## src/rtl/port_alloc_rr_if.sv

```systemverilog
// Switch-allocation bus between the router pipeline and port_alloc_rr.
// The upstream side drives flit requests and free ports; the allocator returns registered grants.
interface port_alloc_rr_if #(
   parameter int NUM_PORT = 5,
   parameter int NUM_FLIT = 4,
   parameter int CNT_W    = 16,
   parameter int PTR_W    = $clog2(NUM_FLIT)
);
   logic [NUM_FLIT-1:0]          in_valid;
   logic [NUM_FLIT*NUM_PORT-1:0] in_req;
   logic [NUM_PORT-1:0]          avail;
   logic                         mode;
   logic [NUM_FLIT-1:0]          out_valid;
   logic [NUM_FLIT*NUM_PORT-1:0] out_alloc;
   logic [NUM_FLIT-1:0]          out_deflect;
   logic [NUM_FLIT-1:0]          out_stall;
   logic [NUM_PORT-1:0]          remain;
   logic [PTR_W-1:0]             prio_ptr;
   logic [CNT_W-1:0]             defl_cnt;

   modport master (
      output in_valid, in_req, avail, mode,
      input  out_valid, out_alloc, out_deflect, out_stall, remain, prio_ptr, defl_cnt
   );

   modport slave (
      input  in_valid, in_req, avail, mode,
      output out_valid, out_alloc, out_deflect, out_stall, remain, prio_ptr, defl_cnt
   );
endinterface

```

## src/rtl/port_alloc_rr.sv

```systemverilog
// Multi-flit output-port allocator: rotating-priority productive pass, then an optional
// deflection pass over the leftover ports; results registered one cycle later.
module port_alloc_rr #(
   parameter int NUM_PORT = 5,
   parameter int NUM_FLIT = 4,
   parameter int CNT_W    = 16
) (
   input  logic           clk,
   input  logic           rst_n,
   port_alloc_rr_if.slave bus
);
   localparam int PTR_W = $clog2(NUM_FLIT);
   localparam int PC_W  = $clog2(NUM_FLIT + 1);
   localparam int SUM_W = ((CNT_W > PC_W) ? CNT_W : PC_W) + 1;
   localparam logic [SUM_W-1:0] CNT_MAX = {{(SUM_W-CNT_W){1'b0}}, {CNT_W{1'b1}}};

   logic [NUM_FLIT-1:0]          out_valid_reg, out_deflect_reg, out_stall_reg;
   logic [NUM_FLIT*NUM_PORT-1:0] out_alloc_reg;
   logic [NUM_PORT-1:0]          remain_reg;
   logic [PTR_W-1:0]             prio_ptr_reg;
   logic [CNT_W-1:0]             defl_cnt_reg;

   logic [NUM_FLIT*NUM_PORT-1:0] alloc_next;
   logic [NUM_FLIT-1:0]          defl_next, stall_next, served;
   logic [NUM_PORT-1:0]          free_v, cand, pick;
   logic [PTR_W-1:0]             flit_idx;
   logic [PTR_W-1:0]             prio_ptr_next;
   logic [PC_W-1:0]              defl_pop;
   logic [SUM_W-1:0]             cnt_sum;
   logic [CNT_W-1:0]             defl_cnt_next;

   function automatic logic [PTR_W-1:0] rot_idx(input logic [PTR_W-1:0] base, input int k);
      int s;
      s = int'(base) + k;
      if (s >= NUM_FLIT) s = s - NUM_FLIT;
      return PTR_W'(s);
   endfunction

   // Productive pass must finish for every flit before any deflection is handed out.
   always_comb begin
      free_v     = bus.avail;
      alloc_next = '0;
      defl_next  = '0;
      served     = '0;
      cand       = '0;
      pick       = '0;
      flit_idx   = '0;
      for (int k = 0; k < NUM_FLIT; k++) begin
         flit_idx = rot_idx(prio_ptr_reg, k);
         cand     = bus.in_req[flit_idx*NUM_PORT +: NUM_PORT] & free_v;
         pick     = cand & (~cand + NUM_PORT'(1));
         if (bus.in_valid[flit_idx] && cand != '0) begin
            alloc_next[flit_idx*NUM_PORT +: NUM_PORT] = pick;
            free_v           = free_v & ~pick;
            served[flit_idx] = 1'b1;
         end
      end
      if (bus.mode) begin
         for (int k = 0; k < NUM_FLIT; k++) begin
            flit_idx = rot_idx(prio_ptr_reg, k);
            cand     = free_v;
            pick     = cand & (~cand + NUM_PORT'(1));
            if (bus.in_valid[flit_idx] && !served[flit_idx] && cand != '0) begin
               alloc_next[flit_idx*NUM_PORT +: NUM_PORT] = pick;
               free_v              = free_v & ~pick;
               served[flit_idx]    = 1'b1;
               defl_next[flit_idx] = 1'b1;
            end
         end
      end
   end

   genvar gi;
   generate
      for (gi = 0; gi < NUM_FLIT; gi++) begin : g_stall
         assign stall_next[gi] = bus.in_valid[gi] & ~served[gi];
      end
   endgenerate

   always_comb begin
      defl_pop = '0;
      for (int i = 0; i < NUM_FLIT; i++) begin
         defl_pop = defl_pop + PC_W'(defl_next[i]);
      end
      cnt_sum       = SUM_W'(defl_cnt_reg) + SUM_W'(defl_pop);
      defl_cnt_next = (cnt_sum > CNT_MAX) ? {CNT_W{1'b1}} : cnt_sum[CNT_W-1:0];
      prio_ptr_next = prio_ptr_reg;
      if (|bus.in_valid) begin
         prio_ptr_next = (prio_ptr_reg == PTR_W'(NUM_FLIT - 1)) ? '0 : prio_ptr_reg + PTR_W'(1);
      end
   end

   always_ff @(posedge clk) begin
      if (!rst_n) begin
         out_valid_reg   <= '0;
         out_alloc_reg   <= '0;
         out_deflect_reg <= '0;
         out_stall_reg   <= '0;
         remain_reg      <= '0;
         prio_ptr_reg    <= '0;
         defl_cnt_reg    <= '0;
      end else begin
         out_valid_reg   <= bus.in_valid;
         out_alloc_reg   <= alloc_next;
         out_deflect_reg <= defl_next;
         out_stall_reg   <= stall_next;
         remain_reg      <= free_v;
         prio_ptr_reg    <= prio_ptr_next;
         defl_cnt_reg    <= defl_cnt_next;
      end
   end

   assign bus.out_valid   = out_valid_reg;
   assign bus.out_alloc   = out_alloc_reg;
   assign bus.out_deflect = out_deflect_reg;
   assign bus.out_stall   = out_stall_reg;
   assign bus.remain      = remain_reg;
   assign bus.prio_ptr    = prio_ptr_reg;
   assign bus.defl_cnt    = defl_cnt_reg;
endmodule
```

## src/flat_wrapper.sv

```systemverilog
// flat-port wrapper written by rule: the top's interface ports become plain ports
module port_alloc_rr_flat 
#(
   parameter int NUM_PORT = 5,
   parameter int NUM_FLIT = 4,
   parameter int CNT_W    = 16
)
  (clk, rst_n, bus_in_valid, bus_in_req, bus_avail, bus_mode, bus_out_valid, bus_out_alloc, bus_out_deflect, bus_out_stall, bus_remain, bus_prio_ptr, bus_defl_cnt);
  port_alloc_rr_if #(.NUM_PORT(NUM_PORT), .NUM_FLIT(NUM_FLIT), .CNT_W(CNT_W)) bus_i ();
  input  logic clk;
  input  logic rst_n;
  input wire logic [$bits(bus_i.in_valid)-1:0] bus_in_valid;
  input wire logic [$bits(bus_i.in_req)-1:0] bus_in_req;
  input wire logic [$bits(bus_i.avail)-1:0] bus_avail;
  input wire logic [$bits(bus_i.mode)-1:0] bus_mode;
  output wire logic [$bits(bus_i.out_valid)-1:0] bus_out_valid;
  output wire logic [$bits(bus_i.out_alloc)-1:0] bus_out_alloc;
  output wire logic [$bits(bus_i.out_deflect)-1:0] bus_out_deflect;
  output wire logic [$bits(bus_i.out_stall)-1:0] bus_out_stall;
  output wire logic [$bits(bus_i.remain)-1:0] bus_remain;
  output wire logic [$bits(bus_i.prio_ptr)-1:0] bus_prio_ptr;
  output wire logic [$bits(bus_i.defl_cnt)-1:0] bus_defl_cnt;
  assign bus_i.in_valid = bus_in_valid;
  assign bus_i.in_req = bus_in_req;
  assign bus_i.avail = bus_avail;
  assign bus_i.mode = bus_mode;
  assign bus_out_valid = bus_i.out_valid;
  assign bus_out_alloc = bus_i.out_alloc;
  assign bus_out_deflect = bus_i.out_deflect;
  assign bus_out_stall = bus_i.out_stall;
  assign bus_remain = bus_i.remain;
  assign bus_prio_ptr = bus_i.prio_ptr;
  assign bus_defl_cnt = bus_i.defl_cnt;
  port_alloc_rr #(.NUM_PORT(NUM_PORT), .NUM_FLIT(NUM_FLIT), .CNT_W(CNT_W)) u_core (.clk(clk), .rst_n(rst_n), .bus(bus_i));
endmodule
```

## config.mk

```make
export PLATFORM = sky130hd
export DESIGN_NAME = port_alloc_rr_flat
export DESIGN_NICKNAME = d
export VERILOG_FILES = /design/src/rtl/port_alloc_rr_if.sv /design/src/rtl/port_alloc_rr.sv /design/src/flat_wrapper.sv
export SDC_FILE = /design/constraint.sdc
export NUM_CORES = 1
export LEC_CHECK = 0
export BUFFER_PORTS_ARGS = -buffer_cell sky130_fd_sc_hd__buf_2
export CAP_MARGIN = 20
export CORE_ASPECT_RATIO = 1.2
export CORE_MARGIN = 2
export CORE_UTILIZATION = 54
export CTS_BUF_LIST = sky130_fd_sc_hd__clkbuf_16
export CTS_CLUSTER_SIZE = 14
export DETAILED_ROUTE_END_ITERATION = 7
export GPL_TIMING_DRIVEN = 1
export HOLD_SLACK_MARGIN = 0.03
export MAX_ROUTING_LAYER = met4
export PLACE_DENSITY = 0.78
export SYNTH_ARGS = -nofsm -noshare
export SYNTH_HDL_FRONTEND = slang
export SYNTH_SLANG_ARGS = --single-unit
```

## constraint.sdc

```tcl
create_clock -name clk -period 8.8 [get_ports clk]
set_clock_uncertainty 0.1 [all_clocks]
set_input_delay 0.44 -clock clk [delete_from_list [all_inputs] [get_ports clk]]
set_output_delay 0.44 -clock clk [all_outputs]
set_load 0.05 [all_outputs]
```

After elaboration in Yosys (flattened, before gate mapping). Index checks and enable logic that the tools add are counted.

Add/subtract/negate cells: 28. Multipliers: 8. Order comparisons: 21. Eq/ne operators: 1. Shifts and indexed selects: 20. Mux-type cells: 101. Bitwise gates (word level): 55. Reductions and logical operators: 33.

Operators with widths (count): $neg A5 Y34 (8); $shift A5 B34 Y20 const A (8); $shiftx A5 B34 Y20 (8); $mux W20 (12); $bwmux W20 (7); $and A5 B5 Y5 (20); $mux W4 (20); $not A5 Y5 (16); $shiftx A20 B6 Y5 (4); $mux W5 (12); $add A5 B1 Y5 const B (8); $mul A2 B3 Y5 const B (8); $or A4 B4 Y4 (10); $reduce_bool A5 Y1 (8); $bmux W1 S2 (12); $lt A2 B3 Y1 const B (8); $and A20 B20 Y20 (1); $logic_and A1 B1 Y1 (20); $mux W1 (20); $mux W2 (9); $add A16 B3 Y17 (1); $gt A17 B16 Y1 const B (1); $demux W1 S2 (8); $ge A2 B1 Y1 const B (8); 14 further kinds (30).

Register bits: 55. Input bits: 32. Output and inout port bits: 55. Word-level logic and storage cells: 274.

Longest topological paths before layout. Gate-level depths: netlist (run 1).

Depth in word-level cells: 63. Gate-level depth with buffers: 44. Gate-level depth less buffers: 34.

Worst setup path before layout (run 1). Ideal clock, no wire load.

Path kind: flip-flop to flip-flop. Start: reg u_core.prio_ptr_reg[0], in the netlist u_core.bus.prio_ptr[0]. End: reg u_core.defl_cnt_reg[10], in the netlist u_core.bus.defl_cnt[10]. Library setup time: 0.071 ns. Data arrival time: 9.801 ns. Data required time: 8.629 ns. Path slack: -1.172 ns. Stages on the path, launching flop included: 41. Buffers on the path: 9. Clock period less this slack: 9.972 ns. Cell sequence: dfxtp_1 > buf_6 > buf_6 > buf_2 > clkbuf_1 > inv_1 > clkbuf_1 > ha_1 > buf_2 > mux4_2 > a211oi_4 > a311oi_4 > o311a_1 > o211a_1 > or4_4 > or2_1 > buf_2 > a22o_4 > [5 not listed] > buf_6 > a221oi_2 > nor2_1 > ha_1 > inv_1 > fa_1 > inv_1 > ha_1 > inv_1 > fa_1 > nor2b_1 > o21ai_0 > nor2_1 > nand4_1 > nor2_1 > nand4_1 > clkbuf_1 > a21oi_1.

Word-level cells in the longest chain between the ends: 63. Elaborated cells between the ends (all ways): 197. Those cells by class: 18 x add/sub; 4 x mul; 21 x order compare; 4 x shift; 77 x mux; 41 x bitwise; 32 x reduce/logical.

RTL lines: start: declaration (RTL line port_alloc_rr.sv:20) `logic [PTR_W-1:0] prio_ptr_reg;`; start signal: assignment (RTL line port_alloc_rr.sv:108) `prio_ptr_reg <= prio_ptr_next;`; $ge A2 B3 Y1 or $sub A2 B1 Y2 (tied branches) (RTL line port_alloc_rr.sv:35) `if (s >= NUM_FLIT) s = s - NUM_FLIT;`; $mux W2 (RTL line port_alloc_rr.sv:35); $mul A2 B3 Y5 (RTL line port_alloc_rr.sv:50) `cand = bus.in_req[flit_idx*NUM_PORT +: NUM_PORT] & free_v;`; $shiftx A20 B6 Y5 (RTL line port_alloc_rr.sv:50); $and A5 B5 Y5 (RTL line port_alloc_rr.sv:50); $not A5 Y5 (RTL line port_alloc_rr.sv:51) `pick = cand & (~cand + NUM_PORT'(1));`; $add A5 B1 Y5 (RTL line port_alloc_rr.sv:51); $and A5 B5 Y5 (RTL line port_alloc_rr.sv:51); [47 not listed]; $mux W4 * (RTL line port_alloc_rr.sv:63) `if (bus.in_valid[flit_idx] && !served[flit_idx] && cand != '0) begin`; $mux W4 * (RTL line port_alloc_rr.sv:58) `if (bus.mode) begin`; named net u_core.defl_next[1] (RTL line port_alloc_rr.sv:24) `logic [NUM_FLIT-1:0] defl_next, stall_next, served;`; $add A1 B1 Y2 * (RTL line port_alloc_rr.sv:83) `defl_pop = defl_pop + PC_W'(defl_next[i]);`; $add A3 B1 Y3 * (2 in series) (RTL line port_alloc_rr.sv:83); $add A16 B3 Y17 * (RTL line port_alloc_rr.sv:85) `cnt_sum = SUM_W'(defl_cnt_reg) + SUM_W'(defl_pop);`; $gt A17 B16 Y1 (RTL line port_alloc_rr.sv:86) `defl_cnt_next = (cnt_sum > CNT_MAX) ? {CNT_W{1'b1}} : cnt_sum[CNT_W-1:0];`; $mux W16 * (RTL line port_alloc_rr.sv:86); end signal: assignment (RTL line port_alloc_rr.sv:109) `defl_cnt_reg <= defl_cnt_next;`; end: declaration (RTL line port_alloc_rr.sv:21) `logic [CNT_W-1:0] defl_cnt_reg;`.

The timed path passes the listed nets; every way through them passes the cells marked *. The select of a mux whose other input is x is not followed. A chain may end at the register's enable or synchronous reset.

Worst setup path in the final report (run 1).
Start: reg u_core.prio_ptr_reg[0], in the netlist u_core.bus.prio_ptr[0]. End: reg u_core.defl_cnt_reg[9], in the netlist u_core.bus.defl_cnt[9].

The elaborated chain is that of the path after synthesis.

==> results of run 1 <==
[cells in the final DEF (no fill, tap or decap), types with 5 or more instances in the layout]
cell / n
o211ai_1: 11
clkbuf_16: 5
o22ai_1: 22
dfxtp_1: 53
nor3_1: 37
mux4_2: 24
inv_1: 29
nor4_1: 20
o21ai_0: 26
nand3_1: 38
and2_1: 21
a211oi_1: 8
buf_2: 86
mux2i_1: 12
a221oi_1: 5
nor2_1: 63
nand2b_1: 6
and3_1: 19
nand4_1: 24
o311a_1: 6
buf_4: 57
a221o_1: 9
a21oi_1: 122
a21o_1: 6
or3_1: 5
xnor2_1: 6
a31oi_1: 14
nand2_1: 132
ha_1: 12
o211a_1: 5
a22o_1: 7
xor2_1: 5
o31ai_1: 6
[synthesized netlist by cell type (6+ instances only)]
cell | number | area (um2)
a21oi_1 | 123 | 616
buf_6 | 8 | 90.1
a21o_1 | 6 | 45.0
a221o_1 | 9 | 90.1
a211oi_1 | 8 | 60.1
nand2b_1 | 6 | 37.5
a22o_1 | 7 | 61.3
o22ai_1 | 22 | 138
or3_1 | 6 | 37.5
mux4_2 | 24 | 541
o31ai_1 | 7 | 52.6
nor4_1 | 20 | 125
nand2_1 | 132 | 495
clkbuf_1 | 38 | 143
o21ai_0 | 26 | 130
nor3_1 | 37 | 185
and3_1 | 19 | 119
mux2i_1 | 12 | 120
and2_1 | 22 | 138
dfxtp_1 | 55 | 1100
o311a_1 | 6 | 60.1
buf_2 | 9 | 45.0
nor2_1 | 65 | 244
ha_1 | 13 | 163
xnor2_1 | 6 | 52.6
o211ai_1 | 11 | 82.6
a221oi_1 | 6 | 52.6
nand3_1 | 38 | 190
inv_1 | 30 | 113
nand4_1 | 24 | 150
a31oi_1 | 16 | 100
[final cells by class]
cell class / count / area (um2)
well taps: 164 / 205
fillers: 1161 / 4600
multi-input cells: 790 / 5470
flip-flops and latches: 55 / 1110
inverters: 30 / 113
repair buffers: 143 / 858
clock inverters: 3 / 18.8
clock buffers: 5 / 125
[power by group through the flow]
stage	Combinational (mW)	Sequential, mW	Clock (mW)
after global placement	1.24	0.298	0
after floorplan	0.831	0.402	0
final	1.34	0.291	0.193
after CTS	1.25	0.293	0.193
after global routing	1.42	0.294	0.205
after detailed placement	1.25	0.298	0
[path summary, 6_finish.rpt]
check	startpoint	endpoint	slack [ps]	cells past startpoint
worst max-delay path	u_core.bus.prio_ptr[0]	u_core.bus.defl_cnt[9]	380	34
worst min-delay path	bus_in_valid[3]	u_core.bus.out_valid[3]	380	2
worst max register to register	u_core.bus.prio_ptr[0]	u_core.bus.defl_cnt[9]	380	34
worst min register to register	u_core.bus.defl_cnt[14]	u_core.bus.defl_cnt[14]	480	2
[what timing repair did]
action	4_1_cts	5_1_grt
resized for setup	0	17
buffers inserted	2	11
pin swaps	1	7
setup endpoints to repair	14	16
[per-layer routing]
layer | GRT usage, % | vias to the layer above | share of wire, %
li1 | - | 3796 | -
met1 | 45.2 | 3861 | 36
met2 | 60.6 | 652 | 47
met3 | 5.61 | 153 | 11
met4 | 21.5 | 0 | 6.3
met5 | - | - | 0
[logic make-up after synthesis]
kind of cell | after synthesis | synth area share, %
adders and majority gates | 16 | 3.11
AOI/OAI and AO/OA | 332 | 35.1
muxes | 38 | 9.98
buffers and inverters | 91 | 6.36
DFF | 55 | 16.1
and+or+nand+nor | 393 | 28.0
xor gates and xnor gates | 11 | 1.41
[critical path: cells and delay by family, from the launching register on]
| kind | cells | cell delay (ps) |
|---|---|---|
| compound gates | 11 | 2580 |
| flops | 1 | 440 |
| mux | 2 | 1100 |
| simple gates | 11 | 2060 |
| buf+inv | 5 | 470 |
| fa+ha+maj | 5 | 1570 |
==> flow_results.org, run 1 <==
** Status
- The flow ran to the end, but the final reports show violations.
- Violated checks :: DRC

** Place
- The congestion estimate from routability-driven global placement came to 1.09.
- OpenSTA, run right after detailed placement, puts the worst setup slack at -34.7 ps.
- Placed cell count :: 1169
- Post-DP Area :: between 7000 and 8000 um2
- After legalization and detailed placement, the total HPWL measured roughly 20 mm.
- Quantity of I/O buffers inserted on ports :: 86

** Critical path
- Worst setup EP type :: register
- Worst EP arrival :: around 8500 ps
- Setup crit start kind :: register
- Required @ worst endpoint :: slightly below 9000 ps
- Of all nets on the critical path, the largest fanout is 13.
- The most numerous cell type found on the critical path is inv_1.
- In this design, the stage delay of the slowest critical-path cell is between 500 and 600 ps.
- Path type of the worst setup path :: reg -> reg
- The slowest stage of the critical path is the mux4_2 cell.

** Layout
- Final cell utilization of the core :: 63.2%
- Max reg flops :: 20
- Post-synthesis to final-layout area growth :: 15.3%
- Final non-filler cell total :: 1190
- In the final layout, the share of cells above drive strength 1 is between 20% and 30%.
- Count of inserted antenna diode cells :: 0
- Final non-filler cell area :: 7900 um2
- Post-layout net count :: 1072

** Global route
- Wire length of the first global-routing pass :: between 30 and 40 mm
- Pin count of the biggest net entering global routing :: 27
- Summed over all layers, the global routing overflow is 0.
- Number of global-route vias before repair :: between 7000 and 8000
- In the global route stage, overall resource usage came out at about 38%.
- The number of antenna violations at the first check in global routing came to 0.

** Floorplanning
- The region available for standard cell placement spans between 10000 and 15000 um2.
- The die covers about 14000 um2.
- Measured along the y axis, the die boundary spans between 100 and 150 um.
- Horizontal die dimension :: around 110 um
- Number of cell rows :: 45
- The initial utilization of the core area, before any placement, comes to 54.8%.
- In this run the count of I/O pins placed on the die edge is between 80 and 90.

** Clocking
- For this design, the sink count on the clock tree is 55.
- Number of H-tree levels :: 2
- Clock slew seen by the registers of the worst setup and hold paths :: 70 ps
- TritonCTS Buffers :: 5
- Clock tree from TritonCTS :: built
- CTS placed an instance of clkbuf_16 at the clock tree root.
- The clock reaches the later pin of the worst-skew pair after approximately 300 ps.
- Hold repair after CTS inserted 0 buffers.
- The clock passes through at most 2 buffers.

** Route
- For this block, the initial DRC count from the detailed router was 1216.
- In the routed layout, each cell is associated on average with a via count of between 7 and 8.
- The routed layout has 8462 vias.
- After detailed routing, the total wire length is around 26 mm.
- Antenna viol nets, final :: 0
- After detailed routing, the average wire length per cell comes to roughly 22 um.
- Number of detailed-routing iterations run before antenna repair :: 8
- Residual DRC count :: 2

** Synthesis
- Number of enable flip-flop cells after synthesis :: 0
- For this run, the number of Yosys warnings is 0.
- A synthesized cell averages 7.32 um2.
- Cell area after synthesis :: 6850 um2
- The most used flip-flop cell after synthesis is dfxtp_1.
- Post-Syn Instances :: about 940
- Mapped Nets :: roughly 980
- After synthesis, the share of flip-flops with an asynchronous set or reset is 0%.
- Sequential element share of the synthesized area :: approximately 16%
- Synthesis inferred 55 register bits.
- In this run, distinct cell masters in the synthesized netlist total between 90 and 100.

** STA
- The smallest clock period supported by the final layout is computed as 8420 ps.
- Count of endpoints failing hold in the final timing report :: 0
- Aggregate negative setup slack :: 0 ps
- Normalized max-slew margin :: about 22%
- Final period util :: ~96%
- Setup violations remaining at the end of the flow were counted as 0.
- Crit path setup slack, layout :: roughly 380 ps
- The final number of max-transition violations is 0.
- Based on the critical path, the design can be clocked at up to 119 MHz.
- Final hold analysis gives a worst-case slack of approximately 380 ps.
- At the pin with the least slew margin, the transition time is about 1200 ps.

** Power and ir drop
- Combinational cells account for approximately three quarters of the total power.
- Sequential cells account for 15.9% of the total power.
- Net switching fraction of the power :: about 55%
- Clock share of power :: a little over a tenth
- Summed over all nets, the switching power comes to 1.00 mW.
- The internal power of the cells totals approximately 0.8 mW.
- The design draws about 1.8 mW.
- Summed over all cells, the static leakage comes to between 3 and 4 nW.
- For this design the ratio of total power to cell area is 231 nW/um2.
- VDD sags by at most approximately 110 uV.

** Worst hold path
- The path class of the tightest hold or removal check is in -> reg.

** Job
- Across the run, the number of max-cap violations was 0.
Note: power is estimated with default switching activity, not from simulation.
==> run 2, diff against run 1 <==
--- a/config.mk
+++ b/config.mk
@@ -7,16 +7,16 @@
 export LEC_CHECK = 0
 export BUFFER_PORTS_ARGS = -buffer_cell sky130_fd_sc_hd__buf_2
 export CAP_MARGIN = 20
-export CORE_ASPECT_RATIO = 1.2
+export CORE_ASPECT_RATIO = 0.5
 export CORE_MARGIN = 2
-export CORE_UTILIZATION = 54
-export CTS_BUF_LIST = sky130_fd_sc_hd__clkbuf_16
+export CORE_UTILIZATION = 55
+export CTS_BUF_LIST = sky130_fd_sc_hd__clkbuf_4
 export CTS_CLUSTER_SIZE = 14
 export DETAILED_ROUTE_END_ITERATION = 7
 export GPL_TIMING_DRIVEN = 1
 export HOLD_SLACK_MARGIN = 0.03
 export MAX_ROUTING_LAYER = met4
-export PLACE_DENSITY = 0.78
+export PLACE_DENSITY = 0.79
 export SYNTH_ARGS = -nofsm -noshare
 export SYNTH_HDL_FRONTEND = slang
 export SYNTH_SLANG_ARGS = --single-unit
==> run 2 against run 1 <==
Net effect:
- the flow now finishes without violations
- setup slack lost 85 ps
- die area is 1.4% lower
- count of clock-buffer cells in the layout unchanged
- flip-flop and latch count stayed put
- critical path type unchanged
- register-to-register slack got worse by 90 ps
- critical path depth up 1
- sequential share of layout area decreased by 0.10 points
- sequential power is essentially flat
- power up 2.3%
- maximum frequency down 1.0%
==> flow_results.org, run 2 (synthesized netlist as in run 1, its figures left out) <==
** Status
- Outcome :: completed

** Power and ir drop
- Total power for the finished layout comes to 1.87 mW.
- The worst-case IR drop observed on VDD is 189 uV.
- Cell leakage power :: 3.02 nW
- Combinational logic is responsible for slightly below 80% of the overall power.
- Net switching is roughly 58% of the power.
- In this run the power density over the cells is 235 nW/um2.
- Net load switching power :: ~1.1 mW
- Registers are responsible for 15.5% of the overall power.
- Clock share of power :: 6.7%
- The internal power of the cells totals 0.781 mW.

** Worst hold path
- The worst hold path was traced through 2 stages.
- The tightest min-delay check is of the in -> reg type.

** Critical path
- Worst setup path endpoint :: u_core.bus.defl_cnt[6]
- Register-to-Register Path Depth :: 35
- Register-to-register setup slack :: a little under 300 ps
- At the worst endpoint, the arrival time is approximately 9000 ps.
- The critical path crosses 35 cells after its start point.
- Most prevalent standard cell on the critical path :: inv_1
- Critical path origin :: u_core.bus.prio_ptr[1]
- Max FO, Critical Path :: 10
- Cell at the slowest stage of the critical path :: or4_4
- The worst register-to-register path begins at u_core.bus.prio_ptr[1].
- Together, buffers and inverters on the worst path number 6.
- Data on the critical path is required at its endpoint by around 9000 ps.
- Maximum single-stage delay on the critical path :: 500 ps
- Worst setup EP type :: register
- The worst register-to-register path ends at u_core.bus.defl_cnt[6].
- The worst setup path is launched from a register.
- Path type of the worst setup path :: reg -> reg
- Grouping stages by cell kind, the critical path spends the most delay in compound AO/OA/AOI/OAI gates.

** Floorplanning
- The floorplan step defined a die boundary enclosing 13400 um2.
- Effective utilization at floorplan :: ~57%
- Height of the die :: 82.9 um
- Core footprint :: roughly 12000 um2
- Pin placement for this block handled 87 I/O pins.
- In this run the core area contains 28 standard-cell rows.
- Horizontal die dimension :: 162 um

** Layout
- Max reg flops :: 20
- From synthesis to final layout, the design area changed by 16.2%.
- Most frequent cells in the layout :: nand2_1 (132), a21oi_1 (121), buf_2 (86), nor2_1 (62), buf_4 (54)
- The number of antenna diodes in the final layout is 0.
- Final non-filler cell total :: approximately 1200
- Cells with a size suffix above 1 make up a little under a quarter of the layout.
- Most frequent standard cell in the layout excluding fill and tap cells :: nand2_1
- At the end of the flow, the number of nets in the layout was between 1000 and 1500.

** STA
- Maximum operating frequency :: ~120 MHz
- At the pin with the least slew margin, the transition time is 1230 ps.
- After layout, the worst path uses 96.6% of the clock period.
- Final number of max-transition violations :: 0
- The count of endpoints failing hold in the final timing report was 0.
- Final Critical Period :: about 8500 ps
- Worst slack on hold paths :: around 230 ps
- Headroom to the max-slew limit came out at between 10% and 20%.
- Setup violations remaining at the end of the flow were counted as 0.

** Global route
- Wire length of the first global-routing pass :: 44.3 mm
- Busiest layer in global routing :: met2
- Initial antenna violation count :: 0
- Fraction of met3 tracks used by global routing :: ~16%
- Entering global routing, the biggest net connects 34 pins.
- The total overflow left after global routing is 0.
- In the global route stage, met1 resource usage came out at approximately 58%.
- For met2 alone, demand over resource in global routing was 59.6%.
- Number of global-route vias before repair :: slightly below 8000
- GRT Overall Usage :: roughly 43%

** Clocking
- Number of sinks on the clock net :: between 50 and 60
- TritonCTS built the clock tree.
- Clock tree root buffer cell :: clkbuf_4
- The number of clock buffers added by TritonCTS is 5.
- Clock-pin slew was measured on the worst setup and hold paths at 170 ps.
- Maximum clock insertion buffer count :: 2
- After clock tree synthesis, the flow added hold-fix buffers numbering 0.
- Clock latency on the worst-skew pair, taken at its later pin, is 430 ps.
- The H-tree was split into 2 levels.

** Route
- In the final routed layout, each cell accounts on average for 25.1 um.
- Via count normalized by instance count :: roughly 7.4
- Total vias in the final route :: between 8000 and 9000
- Number of detailed-routing iterations run before antenna repair :: 6
- In this run the remaining antenna-violating nets after routing total 0.
- Summed over all layers, the routed wires come to roughly 30 mm.
- Detailed router's first-iteration violation count :: 1419
- Residual DRC count :: 0

** Place
- GP Congestion :: about 1.2
- Quantity of I/O buffers inserted on ports :: 86
- HPWL after detailed placement :: between 20 and 25 mm
- Placed cell count :: between 1000 and 1500

** Job
- Max-cap viol count :: 0
-- run 2: power groups by stage --
stage	Combinational [mW]	Clock, mW	Sequential (mW)
2_1_floorplan	0.831	0	0.402
3_3_place_gp	1.31	0	0.294
3_5_place_dp	1.32	0	0.296
4_1_cts	1.32	0.121	0.290
5_1_grt	1.51	0.131	0.293
6_report	1.45	0.125	0.290
-- run 2: metal layers --
metal	vias up	part of all wire [%]
li1	3813	-
met1	4059	39
met2	781	40
met3	150	16
met4	0	4.6
met5	-	0
-- run 2: final cells by class --
| type | instances | area (um2) |
|---|---|---|
| multi-input cells | 790 | 5520 |
| fillers | 1048 | 4030 |
| flip-flops and latches | 55 | 1110 |
| repair buffers | 146 | 946 |
| well taps | 165 | 206 |
| inverters | 30 | 113 |
| clock buffers | 5 | 37.5 |
| clock inverters | 3 | 22.5 |
-- run 2: worst min path at each step --
| stage | from | end | slack, ps |
|---|---|---|---|
| 2_1_floorplan | bus_in_valid[0] | u_core.bus.out_valid[0] | 480 |
| 3_3_place_gp | u_core.bus.defl_cnt[14] | u_core.bus.defl_cnt[14] | 440 |
| 3_5_place_dp | u_core.bus.defl_cnt[5] | u_core.bus.defl_cnt[5] | 500 |
| 4_1_cts | bus_in_valid[2] | u_core.bus.out_valid[2] | 250 |
| 5_1_grt | bus_in_valid[2] | u_core.bus.out_valid[2] | 250 |
| 6_report | bus_in_valid[2] | u_core.bus.out_valid[2] | 230 |
-- run 2: per-stage QoR --
stage | setup WS [ps] | TNS (ps) | instance area, um2 | util, %
after global placement | 29.2 | 0 | 7620 | 63.6
final | 296 | 0 | 7950 | 66.4
after global routing | -239 | -2710 | 7950 | 66.4
after floorplan | 13.1 | 0 | 6970 | -
after CTS | 103 | 0 | 7700 | 64.3
after detailed placement | -285 | -3660 | 7620 | 63.6
-- run 2: timing repair --
| item | in CTS | in global routing |
|---|---|---|
| gates cloned | 0 | 1 |
| setup buffers | 2 | 10 |
| pin swaps | 1 | 10 |
| endpoints found under the hold margin | 0 | 0 |
| resized for setup | 1 | 30 |
| setup endpoints to repair | 14 | 16 |
==> run 3, diff against run 2 <==
--- a/config.mk
+++ b/config.mk
@@ -10,7 +10,7 @@
 export CORE_ASPECT_RATIO = 0.5
 export CORE_MARGIN = 2
 export CORE_UTILIZATION = 55
-export CTS_BUF_LIST = sky130_fd_sc_hd__clkbuf_4
+export CTS_BUF_LIST = sky130_fd_sc_hd__clkbuf_8
 export CTS_CLUSTER_SIZE = 14
 export DETAILED_ROUTE_END_ITERATION = 7
 export GPL_TIMING_DRIVEN = 1
==> run 3 against run 2 <==
Net effect:
- the flow now finishes with violations (DRC)
- setup slack worse by 43 ps
- first-iteration DRC count is 20% higher
- power is 1.7% higher
- sequential power hardly changed
- critical path depth stayed put
- wire length is 1.2% higher
- die area stayed put
- non-clock buffer count is 2 higher
- via count is 0.50% higher
==> flow_results.org, run 3 (synthesized netlist as in run 1, its figures left out) <==
** Critical path
- Counting cells, the worst reg-to-reg path comes to 35.
- R2R Path End :: u_core.bus.defl_cnt[6]
- Worst setup EP type :: register
- The worst setup path is of the reg -> reg kind.
- By instance count, the cell type seen most on the critical path is inv_1.
- Worst R2R Start :: u_core.bus.prio_ptr[1]
- Register-to-register setup slack :: approximately 250 ps
- On the worst path, the slowest cell contributes a delay of approximately 500 ps.
- Worst EP arrival :: approximately 8700 ps
- Cell at the slowest stage of the critical path :: or4_4
- Required @ worst endpoint :: slightly below 9000 ps
- STA classifies the critical path startpoint as a register.
- Max FO, Critical Path :: 10

** STA
- Final period util :: a little over nine tenths
- Final number of max-transition violations :: 0
- Maximum operating frequency :: approximately 120 MHz
- The worst pin sits at a relative slew slack of 19.3%.
- For the pin with the worst max-slew slack, the measured transition is ~1200 ps.
- Final Critical Period :: ~8500 ps
- Setup violations remaining at the end of the flow were counted as 0.
- Aggregate negative setup slack :: 0 ps
- Count of endpoints failing hold in the final timing report :: 0
- The tightest hold path in the finished design has a slack of about 340 ps.

** Global route
- Number of global-route vias before repair :: 7750
- Sum of overflow across all layers after global routing :: 0
- The number of antenna violations at the first check in global routing was 0.
- Pin count of the biggest net entering global routing :: 34
- GRT Overall Usage :: a little over two fifths
- The first global-routing pass estimated ~44 mm of wire.

** Layout
- The post-route netlist has between 20% and 30% of its cells at a drive strength greater than 1.
- The filler cells instantiated in the layout total ~1000.
- Count of inserted antenna diode cells :: 0
- Final cell utilization of the core :: roughly 67%
- Most frequent cells in the layout :: nand2_1 (131), a21oi_1 (121), buf_2 (86), nor2_1 (62), buf_4 (57)
- Summing all flip-flop and latch instances after layout gives roughly 1100 um2.
- Max reg flops :: 20
- Post-layout net count :: between 1000 and 1500
- Summing all multi-input logic gate instances after layout gives between 5000 and 6000 um2.
- Leaving out fill and tap cells, the most frequent cell in the layout is nand2_1.
- Post-synthesis to final-layout area growth :: 17.0%

** Status
- Outcome :: complete, but fails checks
- Violated checks :: DRC

** Floorplanning
- Number of cell rows :: 28
- Horizontal die dimension :: 162 um
- Effective utilization at floorplan :: 57.2%
- Core footprint :: between 10000 and 15000 um2
- # IOs :: 87
- Height of the die :: between 80 and 90 um
- Total die area :: roughly 13000 um2

** Worst hold path
- Along the worst hold path, the cell count comes to 2.
- Hold crit path type :: in -> reg
- Hold path startpoint :: bus_in_valid[2]
- For hold timing, the worst endpoint is u_core.bus.out_valid[2].

** Route
- Number of detailed-routing iterations run before antenna repair :: 8
- Detailed-route wire length per cell :: between 20 and 30 um
- The highest layer touched by signal routing is met4.
- The detailed router finished its first iteration with around 1700 violations.
- In the final routing, the length of wire on met1 measures ~12 mm.
- In the detailed route, the total length drawn on met2 is around 12 mm.
- Wires add up to roughly 30 mm.
- After detailed routing, the number of remaining DRC violations is 1.
- Total vias in the final route :: between 8000 and 9000
- Met3 WL post-DR :: approximately 5 mm
- Once detail routing completed, the nets flagged for antenna violations numbered 0.
- Using the TritonRoute via totals, the vias-per-cell ratio works out to between 7 and 8.

** Clocking
- The tree is rooted in a clkbuf_8.
- Maximum clock insertion buffer count :: 2
- Clock tree from TritonCTS :: built
- Worst-skew pair later-pin latency :: between 300 and 400 ps
- Clock slew seen by the registers of the worst setup and hold paths :: about 110 ps
- After clock tree synthesis, the flow added hold-fix buffers numbering 0.
- The clock tree synthesis step divided the H-tree into 2 levels.
- In this run, CTS created clock tree buffers numbering 5.
- Number of sinks on the clock net :: 55

** Power and ir drop
- Total power for the finished layout comes to between 1.5 and 2 mW.
- Dividing total power by cell area gives a power density of between 200 and 250 nW/um2.
- In this run the static leakage power is around 3.0 nW.
- Across the VDD grid, the largest voltage drop is between 150 and 200 uV.

** Place
- Quantity of I/O buffers inserted on ports :: 86
- After legalization and detailed placement, the total HPWL measured 22.7 mm.
- The congestion estimate from routability-driven global placement came to ~1.2.

** Job
- Max-cap viol count :: 0
[run 3: cell count changes in the layout (fill, tap and decap cells not counted), sizes merged]
cell  delta
buf      +2
[run 3: metrics by stage]
step	std cells	area, um2	setup slack [ps]
4_1_cts	1183	7730	112
5_1_grt	1196	8010	-222
2_1_floorplan	936	6970	13.1
3_5_place_dp	1173	7620	-285
6_report	1196	8010	253
3_3_place_gp	1173	7620	29.2
[run 3: worst max-delay path by stage]
stage / startpoint / end / cells after the start
global placement: u_core.bus.prio_ptr[0] / u_core.bus.defl_cnt[1] / 32
finish: u_core.bus.prio_ptr[1] / u_core.bus.defl_cnt[6] / 35
CTS: u_core.bus.prio_ptr[0] / u_core.bus.defl_cnt[15] / 32
floorplan: u_core.bus.prio_ptr[0] / u_core.bus.defl_cnt[10] / 41
global route: u_core.bus.prio_ptr[0] / u_core.bus.defl_cnt[6] / 34
detailed placement: u_core.bus.prio_ptr[0] / u_core.bus.defl_cnt[1] / 32
[run 3: critical path, delay by kind of cell (launching register included)]
kind | cells | cell delay (ps)
AOI/OAI and AO/OA | 11 | 2750
adders and majority gates | 5 | 1570
buffers and inverters | 6 | 600
DFF | 1 | 370
muxes | 1 | 350
and+or+nand+nor | 12 | 2690
[run 3: power breakdown]
group | internal [mW] | switching (mW) | total, mW | leakage, nW
Clock | 0.0573 | 0.0906 | 0.148 | 0.0485
Sequential | 0.279 | 0.0107 | 0.290 | 0.449
Combinational | 0.469 | 0.993 | 1.46 | 2.55
Total | 0.806 | 1.09 | 1.90 | 3.05
[run 3: layout make-up]
type	instances	area share [%]
multi-input cells	790	69.2
flip-flops and latches	55	13.8
repair buffers	148	11.9
well taps	165	2.58
inverters	30	1.41
clock buffers	5	0.859
clock inverters	3	0.281
[run 3: routing by layer]
layer  vias up  track usage (%)
met2       800             59.6
met3       181             15.7
met1      4054             58.3
li1       3812                -
met5         -                -
met4         0             14.6
[run 3: repair_timing]
action | 4_1_cts | 5_1_grt
pin swaps | 1 | 13
resized for setup | 1 | 31
setup buffers | 2 | 12
cloned | 0 | 1
endpoints found under the hold margin | 0 | 0
setup endpoints to repair | 14 | 16
